[config.mk]
export PLATFORM = sky130hd
export DESIGN_NAME = age_fifo
export DESIGN_NICKNAME = d
export VERILOG_FILES = /design/src/rtl/resp_chk_pkg.sv /design/src/rtl/age_fifo.sv
export SDC_FILE = /design/constraint.sdc
export NUM_CORES = 1
export LEC_CHECK = 0
export ABC_CLOCK_PERIOD_IN_PS = 4150
export BUFFER_PORTS_ARGS = -buffer_cell sky130_fd_sc_hd__buf_4
export CORE_ASPECT_RATIO = 0.75
export CORE_MARGIN = 2
export CORE_UTILIZATION = 40
export DETAILED_ROUTE_END_ITERATION = 10
export HOLD_SLACK_MARGIN = 0.15
export PLACE_DENSITY = 0.71
export SLEW_MARGIN = 20
export SYNTH_ARGS = -nofsm -noshare
export SYNTH_HDL_FRONTEND = slang
export SYNTH_SLANG_ARGS = --single-unit
[constraint.sdc]
create_clock -name i_clk -period 4.15 [get_ports i_clk]
set_input_delay 0.83 -clock i_clk [delete_from_list [all_inputs] [get_ports i_clk]]
set_output_delay 0.83 -clock i_clk [all_outputs]
set_load 0.01 [all_outputs]
[src/rtl/resp_chk_pkg.sv]
// Shared constants and age helpers for the response-window checker.
// Pure definitions: no latency, no backpressure.
package resp_chk_pkg;

  localparam int unsigned DEF_MAX_LAT = 4;
  localparam int unsigned DEF_DEPTH   = 4;
  localparam int unsigned DEF_CNT_W   = 8;

  // Ages run 0..max_lat+1; the extra value is the saturated "overdue" state.
  function automatic int unsigned age_width(input int unsigned max_lat);
    return $clog2(max_lat + 2);
  endfunction

  function automatic int unsigned sat_inc(input int unsigned v, input int unsigned max_v);
    return (v >= max_v) ? max_v : v + 1;
  endfunction

endpackage

[src/rtl/age_fifo.sv]
// Shift queue of entry ages, oldest at index 0; every surviving entry ages by one per edge.
// Latency: push/pop visible after the edge. No backpressure: caller must not push when full without a pop.
module age_fifo import resp_chk_pkg::*; #(
  parameter int unsigned DEPTH   = DEF_DEPTH,
  parameter int unsigned MAX_AGE = DEF_MAX_LAT + 1,
  parameter int unsigned AW      = age_width(DEF_MAX_LAT)
) (
  input  logic                       i_clk,
  input  logic                       i_reset_n,
  input  logic                       i_clr,
  input  logic                       i_push,
  input  logic                       i_pop,
  output logic [AW-1:0]              o_head_age,
  output logic [$clog2(DEPTH+1)-1:0] o_count,
  output logic                       o_full,
  output logic                       o_empty
);

  localparam int unsigned CW = $clog2(DEPTH + 1);

  logic [DEPTH*AW-1:0] r_ages;
  logic [DEPTH*AW-1:0] w_shift;
  logic [DEPTH*AW-1:0] w_nxt;
  logic [CW-1:0]       r_cnt;
  logic [CW-1:0]       w_base;

  // Survivors shift down on pop and age; a pushed entry lands just above them at age 0.
  always_comb begin
    w_shift = i_pop ? (r_ages >> AW) : r_ages;
    w_base  = r_cnt - CW'(i_pop);
    w_nxt   = '0;
    for (int i = 0; i < int'(DEPTH); i++) begin
      if (CW'(i) < w_base) begin
        w_nxt[i*AW +: AW] = AW'(sat_inc(32'(w_shift[i*AW +: AW]), MAX_AGE));
      end else if (i_push && (CW'(i) == w_base)) begin
        w_nxt[i*AW +: AW] = '0;
      end
    end
  end

  always_ff @(posedge i_clk or negedge i_reset_n) begin
    if (!i_reset_n) begin
      r_ages <= '0;
      r_cnt  <= '0;
    end else if (i_clr) begin
      r_ages <= '0;
      r_cnt  <= '0;
    end else begin
      r_ages <= w_nxt;
      r_cnt  <= w_base + CW'(i_push);
    end
  end

  assign o_head_age = r_ages[AW-1:0];
  assign o_count    = r_cnt;
  assign o_full     = (r_cnt == CW'(DEPTH));
  assign o_empty    = (r_cnt == '0);

endmodule

Yosys cells after proc, flatten, opt, wreduce, memory -nomap -nowiden:

Index checks and enable logic that the tools add are counted.

* bits in read-only memories: 0
* bits of input ports: 5
* memories kept: 0
* RAM bits: 0
* latch bits: 0
* register bits: 15

* eq/ne operators: 1
* divide/modulo/power cells: 0
* reduce and logical (&&, ||, !) cells: 1
* bitwise gates (word level): 0
* shift-type cells: 0
* magnitude comparators: 8
* $mul: 0
* add/subtract/negate cells: 6
* multiplexer cells: 11

Operator list (count)
* $mux W3: 9
* $mux W12: 2
* $add A3 B1 Y3 const B: 4
* $ge A3 B3 Y1 const B: 4
* $lt A1 B3 Y1 const A: 2
* $lt A2 B3 Y1 const A: 2
* $add A3 B1 Y3: 1
* $eq A3 B3 Y1 const B: 1
* $logic_not A3 Y1: 1
* $sub A3 B1 Y3: 1

Depth between registers and ports, before layout:

* depth in word-level cells: 5
* gate-level depth with buffers: 7
* gate-level depth less buffers: 7

Worst setup path before layout:

No wires, ideal clock.

* path kind: input to register
* from: input port i_pop
* to: register r_ages[2]
* arrival time: 2.216 ns
* data required time: 4.010 ns
* stages on the path: 6
* buffers on the path: 1
* path slack: 1.794 ns
* library setup time: 0.140 ns
* path through: buf_6 > mux2_2 > ha_1 > or4b_1 > o41ai_2 > a211oi_1

* cells in the longest elaborated chain, start to end: 5

Ends and longest elaborated chain
* from (decl): RTL line age_fifo.sv:12 `input logic i_pop,`
* parallel branches: the longest is 3 deep, another holds $sub A3 B1 Y3
* $mux W3 *: RTL line age_fifo.sv:33 `if (CW'(i) < w_base) begin`
* $mux W12 *: RTL line age_fifo.sv:45 `end else if (i_clr) begin`
* to (signal assigned): RTL line age_fifo.sv:49 `r_ages <= w_nxt;`
* to (decl): RTL line age_fifo.sv:21 `logic [DEPTH*AW-1:0] r_ages;`

Mark *: on every way between the ends.

Final worst setup path:

Same ends and word-level chain as after synthesis.

==> results.toml <==
[outcome]
outcome = "finished clean"

[pwr]
power.static_leakage_uw = 0.0005666
total_power_of_the_final_layout_uw = 557.7
vdd.ir_drop.worst_mv = 0.2247
power_density_nw_per_um2 = 491.4

[global_routing]
grt_util_all_layers_pct = 15.14
grt_pass1_wl_um = 3339
first_global_vias = 728
grt_max_degree = 23
overflow = 0
antenna_found_initial = 0

[worst_setup_path]
critical_path.endpoint_type = "flop"
cp_data_required_time_ns = 4.32
cpMaxStageDelayCell = "or4b_1"
rr_endpoint = "r_ages[2]"
critPathMaxFanout = 22
critical_path.reg2reg.startpoint = "r_ages[3]"
critPathBufInv = 1
critical_path.top_delay_family = "simple AND/OR/NAND/NOR gates"
ff2ff_path_depth = 5
critPathMaxStageDelay_ns = 0.53
ff2ff_setup_slack_ns = 2.31
data_arrival_time_of_the_worst_path_ns = 2.44
worstSetupStartpointType = "input pin"
crit_path_cell_chain = "buf_4 > mux2_2 > ha_1 > or4b_1 > o41ai_2 > a211oi_1"
setup.worst_path.class = "input pin to flop"

[floorplanning]
floorplan.rows = 15
fp.dieH_um = 47.92
i_o_pin_total = 13
floorplan.initialDensity_pct = 43.49
placeableCoreArea_um2 = 2365
die_width_um = 62.55
die_area_um2 = 2997

[logic_synthesis]
ys.flop_type = "dfrtp_1"
synthAdderAreaFrac_pct = 12.17
synth-simple-area-share_pct = 16.67
async_reset_ff_share_pct = 100.0
post_synth_num_cell_types = 34
netlist_area_um2 = 1028
netlist.top_cell.by_area = "dfrtp_1"
synth_edf_count = 0
synth_compound_area_share_pct = 13.50
synth.top_cell.area_share_pct = 36.50
synthCells = 95
flop_and_latch_count_out_of_synthesis = 15
xor_and_xnor_fraction_of_the_mapped_netlist_area_pct = 3.406
syn-num-nets = 110
syn_area_per_cell_um2 = 10.83
synthMuxAreaShare_pct = 9.611
synthTopCellsByArea = "dfrtp_1, ha_1, mux2i_1"
synth.yosys.warnings = 0
synth_top_family_by_area = "simple AND/OR/NAND/NOR gates"
synth_sequential_area_ratio_pct = 36.50

[routing]
drt_wl_total_um = 1990
wl_per_cell_um = 14.21
remaining_antenna_violation_count = 0
dr.first_iter.drc_count = 76
drcViolationCount = 0
vias = 727
avgViaCountPerCell = 5.193
dr.pass1.iters = 4

[cts]
clock_latency_ns = 0.29
cts_hold_buffers = 0
clk_transition_reported_paths_ns = 0.10
tritoncts = "built"
clock_sink_count = 15
cts_buffer_depth = 2
htree_levels = 1
cts-buffers-inserted = 3
cts_repair_resize_count = 0
root_buffer = "clkbuf_4"
setup_buffers_after_cts = 0

[sta]
setup_repair_after_global_routing_missed_its_margin = "no"
report.final.slew_viol_count = 0
max_slew_margin_vs_limit_pct = 74.63
finalWorstPathRequiredPeriod_ns = 2.266
fin_worst_skew_ns = 0.007272
timing_hold_violations_final = 0
timing.fmax_mhz = 441.2
setup_violations_final = 0
min_period_over_period_pct = 54.61
worst-slew-pin-transition_ns = 0.3798
setup_total_negative_slack_ns = 0

[finish]
layout-drive-gt1-share_pct = 25.47
filler_cell_count = 230
layout.cells.non_filler = 140
area.growth.synth_to_final_pct = 10.34
area.sequential_um2 = 375.4
final_nets = 122
diodes = 0
finish.instance_area_um2 = 1135
area_used_by_multi_input_combinational_logic_um2 = 569.3

[job]
maxCapViolCount = 0

[placement]
placement.io_buffers = 12
place.detailed.instances = 136
detailed_place.area_um2 = 1107
globalplace.congestion = 0.8007
detailed_place_hpwl_um = 1581

[worst_hold_path]
hold_class = "input pin to async pin"
power breakdown:
part	switching (uW)	internal, uW
Clock	51.2	35.9
Combinational	129	123
Sequential	41.2	177
state kept, by name, indices dropped and copies added, names as in the netlist:
signal / count
r_ages: 12
o_count: 3
placed cells by master, fill, tap and decap left out, drive strengths merged, types with 3 or more instances in the layout:
| cell | Yosys | routed |
|---|---|---|
| dfrtp | 15 | 15 |
| buf | 5 | 12 |
| ha | 10 | 10 |
| inv | 8 | 8 |
| nor2 | 6 | 6 |
| mux2i | 5 | 5 |
| a21oi | 5 | 5 |
| nor2b | 5 | 5 |
| nor3 | 5 | 5 |
| mux2 | 4 | 4 |
| a211oi | 4 | 4 |
| xnor2 | 3 | 3 |
| clkbuf | 0 | 3 |
worst max-delay path by stage:
stage           from        end  depth (start not counted)
3_3_place_gp   i_pop  r_ages[2]                          6
4_1_cts        i_pop  r_ages[2]                          6
5_1_grt        i_pop  r_ages[2]                          6
6_report       i_pop  r_ages[2]                          6
2_1_floorplan  i_pop  r_ages[2]                          6
3_5_place_dp   i_pop  r_ages[2]                          6
synth_stat cells (all sizes together), types with 2 or more instances:
cell type  number
nor2            6
mux2i           5
mux2            4
nand2b          2
buf             5
xnor2           3
a21oi           5
nor2b           5
a211oi          4
inv             8
nor3            5
a21o            2
dfrtp          15
nor4            2
ha             10
cell type report:
cell class	count	area share [%]
Sequential cell	15	33.08
Clock buffer	3	1.985
Inverter	8	2.646
Clock inverter	1	0.4410
Tap cell	34	3.749
Multi-Input combinational cell	67	50.17
Timing Repair Buffer	12	7.938
cells by family after synthesis:
logic type	after synthesis
fa+ha+maj	10
simple gates	26
compound gates	18
mux	9
buf+inv	13
xor+xnor	4
flops	15
through the flow:
stage	hold WS [ns]	util (%)	setup slack, ns
floorplan	0.4661	-	1.794
global placement	0.4859	46.83	1.605
detailed placement	0.5050	46.83	1.572
CTS	0.3740	47.99	1.884
global route	0.3684	47.99	1.842
finish	0.3704	47.99	1.884
metal layers:
layer | up-vias | global-route usage, % | share of wire [%]
li1 | 356 | - | -
met1 | 356 | 18.32 | 46
met2 | 13 | 27.74 | 49
met3 | 2 | 4.235 | 4.7
met4 | 0 | 4.000 | 0.60
met5 | - | 0 | 0
Power figures use the tool's default switching activity.
